`config.mk`:
```
export PLATFORM = sky130hd
export DESIGN_NAME = gtr_nibble_packer_flat
export DESIGN_NICKNAME = d
export VERILOG_FILES = /design/src/rtl/gtr_nibble_packer_if.sv /design/src/rtl/gtr_nibble_packer.sv /design/src/flat_wrapper.sv
export SDC_FILE = /design/constraint.sdc
export NUM_CORES = 1
export LEC_CHECK = 0
export CAP_MARGIN = 20
export CORE_MARGIN = 5
export CORE_UTILIZATION = 30
export DETAILED_ROUTE_END_ITERATION = 8
export RECOVER_POWER = 50
export SETUP_SLACK_MARGIN = 0.4
export SYNTH_ARGS = -nofsm -noshare
export SYNTH_HDL_FRONTEND = slang
export SYNTH_SLANG_ARGS = --single-unit
```
`constraint.sdc`:
```
create_clock -name clk -period 3.95 [get_ports clk]
set_input_delay 0.5925 -clock clk [delete_from_list [all_inputs] [get_ports clk]]
set_output_delay 0.5925 -clock clk [all_outputs]
set_load 0.05 [all_outputs]
```
`src/rtl/gtr_nibble_packer_if.sv`:
```
// Nibble-in / word-out stream bundle between a nibble producer, the packer and iiprng.
// The slave modport is the packer's view, the master modport is the producer/consumer view.
interface gtr_nibble_packer_if #(
   parameter int unsigned NIB_W = 4,
   parameter int unsigned CNT_W = 16
);
   logic                     in_valid;
   logic                     in_ready;
   logic [NIB_W-1:0]         in_nib;
   logic                     in_last;
   logic                     out_valid;
   logic                     out_ready;
   logic [1:3][3:2][0:3]     out_word;
   logic [2:0]               out_nibs;
   logic [CNT_W-1:0]         word_cnt;

   modport slave (
      input  in_valid, in_nib, in_last, out_ready,
      output in_ready, out_valid, out_word, out_nibs, word_cnt
   );

   modport master (
      output in_valid, in_nib, in_last, out_ready,
      input  in_ready, out_valid, out_word, out_nibs, word_cnt
   );
endinterface

```
`src/rtl/gtr_nibble_packer.sv`:
```
// Packs 4-bit nibbles MSB-first into 24-bit iiprng words, with early close on in_last,
// and queues finished words in a small shift FIFO whose head register drives the outputs.
module gtr_nibble_packer #(
   parameter int unsigned FIFO_DEPTH = 2,
   parameter int unsigned CNT_W      = 16
) (
   input logic               clk,
   input logic               rst,
   gtr_nibble_packer_if.slave pk_io
);
   localparam int unsigned NIB_W  = 4;
   localparam int unsigned NIBS   = 6;
   localparam int unsigned WORD_W = NIB_W * NIBS;
   localparam int unsigned IDX_W  = 3;
   localparam int unsigned CW     = $clog2(FIFO_DEPTH + 1);

   typedef logic [1:3][3:2][0:3] word_t;

   word_t              acc_q, acc_d;
   logic [IDX_W-1:0]   idx_q, idx_d;
   word_t              mem_q  [FIFO_DEPTH];
   word_t              mem_d  [FIFO_DEPTH];
   logic [2:0]         nibs_q [FIFO_DEPTH];
   logic [2:0]         nibs_d [FIFO_DEPTH];
   logic [CW-1:0]      cnt_q, cnt_d, cnt_sh;
   logic               in_ready_q, in_ready_d;
   logic               out_valid_q, out_valid_d;
   logic [CNT_W-1:0]   wcnt_q, wcnt_d;
   logic               accept, complete, pop;
   logic [WORD_W-1:0]  flat;

   // Accumulator, shift FIFO (entry 0 is head) and statistics next-state
   always_comb begin
      acc_d       = acc_q;
      idx_d       = idx_q;
      mem_d       = mem_q;
      nibs_d      = nibs_q;
      wcnt_d      = wcnt_q;
      flat        = WORD_W'(acc_q);
      accept      = pk_io.in_valid & in_ready_q;
      complete    = accept & ((idx_q == IDX_W'(NIBS - 1)) | pk_io.in_last);
      pop         = out_valid_q & pk_io.out_ready;
      cnt_sh      = cnt_q;

      // Slot k lands at packed index [1 + k/2][3 - k%2], i.e. k-th nibble from the MSB
      for (int unsigned k = 0; k < NIBS; k++) begin
         if (idx_q == IDX_W'(k)) flat[(NIBS - 1 - k) * NIB_W +: NIB_W] = pk_io.in_nib;
      end

      if (accept) begin
         if (complete) begin
            acc_d = '0;
            idx_d = '0;
         end else begin
            acc_d = word_t'(flat);
            idx_d = idx_q + IDX_W'(1);
         end
      end

      if (pop) begin
         for (int unsigned i = 0; i < FIFO_DEPTH - 1; i++) begin
            mem_d[i]  = mem_q[i + 1];
            nibs_d[i] = nibs_q[i + 1];
         end
         mem_d[FIFO_DEPTH - 1]  = '0;
         nibs_d[FIFO_DEPTH - 1] = '0;
         cnt_sh = cnt_q - CW'(1);
      end

      cnt_d = cnt_sh;
      if (complete) begin
         for (int unsigned i = 0; i < FIFO_DEPTH; i++) begin
            if (cnt_sh == CW'(i)) begin
               mem_d[i]  = word_t'(flat);
               nibs_d[i] = idx_q + 3'd1;
            end
         end
         cnt_d  = cnt_sh + CW'(1);
         wcnt_d = wcnt_q + CNT_W'(1);
      end

      // Ready looks only at registered occupancy, so out_ready never reaches in_ready combinationally
      in_ready_d  = (cnt_d != CW'(FIFO_DEPTH));
      out_valid_d = (cnt_d != CW'(0));
   end

   always_ff @(posedge clk or posedge rst) begin
      if (rst) begin
         acc_q       <= '0;
         idx_q       <= '0;
         cnt_q       <= '0;
         in_ready_q  <= 1'b1;
         out_valid_q <= 1'b0;
         wcnt_q      <= '0;
         for (int unsigned i = 0; i < FIFO_DEPTH; i++) begin
            mem_q[i]  <= '0;
            nibs_q[i] <= '0;
         end
      end else begin
         acc_q       <= acc_d;
         idx_q       <= idx_d;
         cnt_q       <= cnt_d;
         in_ready_q  <= in_ready_d;
         out_valid_q <= out_valid_d;
         wcnt_q      <= wcnt_d;
         mem_q       <= mem_d;
         nibs_q      <= nibs_d;
      end
   end

   assign pk_io.in_ready  = in_ready_q;
   assign pk_io.out_valid = out_valid_q;
   assign pk_io.out_word  = mem_q[0];
   assign pk_io.out_nibs  = nibs_q[0];
   assign pk_io.word_cnt  = wcnt_q;

endmodule
```
`src/flat_wrapper.sv`:
```
// flat-port wrapper written by rule: the top's interface ports become plain ports
module gtr_nibble_packer_flat 
#(
   parameter int unsigned FIFO_DEPTH = 2,
   parameter int unsigned CNT_W      = 16
)
  (clk, rst, pk_io_in_valid, pk_io_in_nib, pk_io_in_last, pk_io_out_ready, pk_io_in_ready, pk_io_out_valid, pk_io_out_word, pk_io_out_nibs, pk_io_word_cnt);
  gtr_nibble_packer_if #(.CNT_W(CNT_W)) pk_io_i ();
  input logic clk;
  input logic rst;
  input wire logic [$bits(pk_io_i.in_valid)-1:0] pk_io_in_valid;
  input wire logic [$bits(pk_io_i.in_nib)-1:0] pk_io_in_nib;
  input wire logic [$bits(pk_io_i.in_last)-1:0] pk_io_in_last;
  input wire logic [$bits(pk_io_i.out_ready)-1:0] pk_io_out_ready;
  output wire logic [$bits(pk_io_i.in_ready)-1:0] pk_io_in_ready;
  output wire logic [$bits(pk_io_i.out_valid)-1:0] pk_io_out_valid;
  output wire logic [$bits(pk_io_i.out_word)-1:0] pk_io_out_word;
  output wire logic [$bits(pk_io_i.out_nibs)-1:0] pk_io_out_nibs;
  output wire logic [$bits(pk_io_i.word_cnt)-1:0] pk_io_word_cnt;
  assign pk_io_i.in_valid = pk_io_in_valid;
  assign pk_io_i.in_nib = pk_io_in_nib;
  assign pk_io_i.in_last = pk_io_in_last;
  assign pk_io_i.out_ready = pk_io_out_ready;
  assign pk_io_in_ready = pk_io_i.in_ready;
  assign pk_io_out_valid = pk_io_i.out_valid;
  assign pk_io_out_word = pk_io_i.out_word;
  assign pk_io_out_nibs = pk_io_i.out_nibs;
  assign pk_io_word_cnt = pk_io_i.word_cnt;
  gtr_nibble_packer #(.FIFO_DEPTH(FIFO_DEPTH), .CNT_W(CNT_W)) u_core (.clk(clk), .rst(rst), .pk_io(pk_io_i));
endmodule
```
[Word-level counts from Yosys, hierarchy flattened]
Index checks and enable logic that the tools add are counted.
Word-level totals
  bits in read-only memories: 0
  latch bits: 0
  input bits: 9
  output and inout bits: 45
  memories kept: 0
  bits in writable memories: 0
  logic and storage cells: 61
  bits in registers: 101
Cells by class
  bitwise gates (word level): 4
  eq/ne operators: 7
  multipliers: 0
  reductions and logical operators: 3
  add/subtract/negate cells: 4
  $lt $le $gt $ge: 0
  shift-type cells: 0
  muxes and demuxes: 18
  div/mod/pow operators: 0
Operators by type and width (count)
  $mux 48: 2
  $mux 24: 3
  $mux 4: 6
  $add 16x1->16 const B: 1
  $mux 6: 2
  $mux 3: 3
  $eq 3x2->1 const B: 2
  $eq 3x3->1 const B: 2
  $mux 2: 2
  $add 3x1->3 const B: 1
  $and 1x1->1: 3
  $eq 3x1->1 const B: 1
  $logic_not 3->1: 1
  $add 2x1->2 const B: 1
  $eq 2x1->1 const B: 1
  $logic_not 2->1: 1
  $ne 2x2->1 const B: 1
  $reduce_bool 2->1: 1
  $sub 2x1->2 const B: 1
  $or 1x1->1: 1

[Longest topological paths before layout]
  depth after elaboration: 5
  depth in mapped cells: 10
  gate-level depth less buffers: 7

[Worst setup path after synthesis]
Ideal clock, no wire load.
  kind: reg-to-reg
  start point: reg u_core.out_valid_q (netlist: u_core.pk_io.out_valid)
  end point: reg u_core.mem_q[15] in the netlist's numbering
  data arrival time: 2232 ps
  period minus slack after synthesis: 2352 ps
  required time: 3830 ps
  setup time: 120 ps
  cell stages (with the launch flop): 10
  buffers on the path: 3
  setup slack: 1598 ps
  path through: dfrtp_1 nand2_2 buf_4 nor2_1 xnor2_1 ha_1 nand3_2 buf_4 buf_2 a31o_2
RTL lines
  from (decl): line gtr_nibble_packer.sv:27  | logic out_valid_q, out_valid_d;
  from (signal assigned): line gtr_nibble_packer.sv:104  | out_valid_q <= out_valid_d;
  to (signal assigned): line gtr_nibble_packer.sv:106  | mem_q <= mem_d;
  to (decl): line gtr_nibble_packer.sv:21  | word_t mem_q [FIFO_DEPTH];

[Worst setup path after layout]
  start point: reg u_core.out_valid_q (netlist: u_core.pk_io.out_valid)
  end point: out pk_io_out_valid
RTL lines
  to (decl): line flat_wrapper.sv:16  | output wire logic [$bits(pk_io_i.out_valid)-1:0] pk_io_out_valid;
No word-level cell between the ends.

==> run metrics <==
status=complete, but fails checks; Setup crit end kind=output pin; sw frac=43.8%; RR Endpoint=u_core.pk_io.out_valid$_DFF_PP0_; Rows=50; max_cap viols=1; vias in the first global route=4502; power share of the combinational group=47.8%; finished layout cell area=6440 sq um; top-level I/O count=54; 1st-iter DRT viols=314; Netlist cell types=49; Final Hold Viols=0; reg2reg setup slack=1410 ps; die span in y=147 microns; largest net degree at the start of global routing=62; crit path kind=reg2out; actual slew at the worst max-slew pin=2350 ps; layout filler cell count=1806; CP arrival=1960 ps; Layout area overhead=14.3%; CP Buf/Inv Count=1; CTS HTree Levels=3; post_cts resized=0; Setup TNS=0 ps; area fraction of the dominant cell type after synthesis=44.4%; Worst setup SP type=flop; Clk network pwr share=19.1%; final WL=14.5 mm; Clk Latency, worst-skew pair=350 ps; syn nets=587; Initial Util=30.3%; Hold WC Path Type=reg2reg; sequential area share after synthesis=44.9%; width of the die=147 microns; Leakage Power=2.80 nW; CTS tree=done; Power Density=723 nW/um^2; Worst Hold Depth=1; Synth area leaders=dfrtp_1 (44%), buf_4 (4.5%), mux2i_1 (3.7%); count leader, synth=dfrtp_1; Clock Sinks=101; Total Routing Usage GR=13.4%; Peak VDD IR=0.250 mV; RePlAce Congestion=0.825; grt total ovfl=0; clock buffer count from CTS=9; share of layout cells above drive strength 1=10.9%; CORE AREA=18600 sq um; Max Clk Rate=392 MHz; Post-Place Cells=796; Sequential Area=2530 sq um; Die ar.=21600 sq um; Worst setup startpoint=u_core.pk_io.out_valid$_DFF_PP0_; Yosys reg bits=101; IO buf count=53; Multi-input gate area=2640 sq um; Post-synth top cells=dfrtp_1 (100), o21ai_0 (38), buf_4 (34), nand2_1 (33); first-pass GRT wire length=23.8 mm; Post-CTS Setup Bufs=0; Hold Path End=u_core.pk_io.word_cnt[15]$_DFFE_PP0P_; Max-slew headroom=-57.7%; register share of total power=33.0%; Synth area leader=dfrtp_1; Pins Over Slew Limit=49; switching pwr=2.04 mW; fraction of registers with async set or reset after synthesis=100%; Min Clock Period, post-route=2550 ps; Clock transition at path regs=70 ps; RSZ-0062 raised after global routing=false; Clock Tree Buf Depth=2; Crit path required time=3360 ps; Max Fanout on Critical Path=18; Post-Syn Area=5630 sq um; setup violators final=0; Syn Inst Count=571; Most used DFF post-synth=dfrtp_1; Non-Filler Instances=812; Ys Warns=0; R2R cell count=6; vias=4374; failing checks=max-capacitance violations, max-slew violations; syn_area_per_cell=9.87 sq um; Hold Buf Count CTS=0; n_diodes=0; worst path cell trace=clkdlybuf4s50_1; HPWL Detailed=9.70 mm; Pint=2.62 mW; slowest CP cell=clkdlybuf4s50_1; clock root cell=clkbuf_16; Nets=589; Vias per Instance=5.39; WL per Instance=17.8 microns; CP delay by family, top=buffers and inverters; first-pass iteration count of the detailed router=5; CP max stage delay=920 ps; Post-synth EDFFs=0; area post-placement=6150 sq um; number of nets with antenna violations after detailed routing=0; Setup Skew=4.97 ps; initial antenna violation count=0; worst flop-to-flop path startpoint=u_core.idx_q[0]$_DFFE_PP0P_; HP Start=u_core.pk_io.word_cnt[15]$_DFFE_PP0P_; crit share post-route=64.6%; drt drc=0
-- final cells by class --
class,count,area share [%]
inverters,10,0.602
well taps,234,4.55
clock inverters,4,0.738
flip-flops and latches,101,39.3
repair buffers,65,9.97
clock buffers,12,3.83
multi-input cells,386,41.0
-- power by group through the flow --
stage	Combinational (mW)	Clock, mW	Sequential, mW
finish	2.23	0.891	1.54
global route	2.41	0.953	1.58
CTS	2.24	0.916	1.54
detailed placement	2.23	0	1.55
global placement	2.17	0	1.54
floorplan	1.73	0	1.57
-- flip-flops by register name, summed over array words and instances (netlist names) --
name and cells:
u_core.idx_q 3, u_core.pk_io.out_nibs 3, u_core.pk_io.out_word 24, u_core.pk_io.out_valid 1, u_core.cnt_q 2, u_core.pk_io.word_cnt 16
u_core.acc_q 24, u_core.pk_io.in_ready 1, u_core.mem_q 24, u_core.nibs_q 3
-- placed cells by master (no fill, tap or decap), types with 8 or more instances in the layout --
| cell | count |
|---|---|
| nor2b_1 | 10 |
| mux2_2 | 15 |
| nor2_1 | 26 |
| a31o_2 | 15 |
| a31oi_1 | 13 |
| nand3_1 | 23 |
| clkdlybuf4s50_1 | 46 |
| nand2_1 | 33 |
| xnor2_1 | 11 |
| and3b_1 | 8 |
| o211a_1 | 13 |
| mux2i_1 | 21 |
| clkbuf_16 | 9 |
| buf_4 | 9 |
| a21oi_1 | 26 |
| o22ai_1 | 20 |
| o21ai_0 | 38 |
| nor3b_1 | 13 |
| inv_1 | 9 |
| o32a_1 | 8 |
| nand2b_1 | 19 |
| dfrtp_1 | 99 |
-- logic make-up after synthesis --
group | after synthesis | share of synthesized area (%)
adder cells (fa/ha/maj) | 7 | 1.55
AND/OR/NAND/NOR | 160 | 15.5
XOR/XNOR | 16 | 2.49
multiplexers | 37 | 6.93
buffers and inverters | 84 | 8.24
flip-flops | 101 | 44.9
AO/OA/AOI/OAI | 166 | 20.4
-- how the worst max path moves through the flow --
stage,end,slack [ps],cells past startpoint
finish,pk_io_out_valid,1400,1
global route,u_core.mem_q[5]$_DFF_PP0_,1100,2
CTS,pk_io_out_valid,1400,1
detailed placement,u_core.mem_q[3]$_DFF_PP0_,1070,8
global placement,u_core.mem_q[0]$_DFF_PP0_,1100,8
floorplan,u_core.acc_q[0]$_DFFE_PP0P_,710,1
-- per-stage QoR --
step	power (mW)	hold slack (ps)	setup WS (ps)	utilization (%)
6_report	4.65	467	1400	34.7
5_1_grt	4.94	499	1100	34.7
4_1_cts	4.69	477	1400	34.7
3_5_place_dp	3.78	467	1070	33.1
3_3_place_gp	3.71	457	1100	33.1
2_1_floorplan	3.30	442	712	-
-- routing by layer --
metal | vias up | share of wire, % | global-route usage [%] | wire, microns
met5 | - | 0 | 0 | 0
met4 | 0 | 1.5 | 4.38 | 221
met3 | 22 | 4.2 | 2.99 | 606
met2 | 98 | 48 | 22.3 | 7010
met1 | 2179 | 46 | 17.4 | 6630
li1 | 2075 | - | - | -
Power figures use the tool's default switching activity.
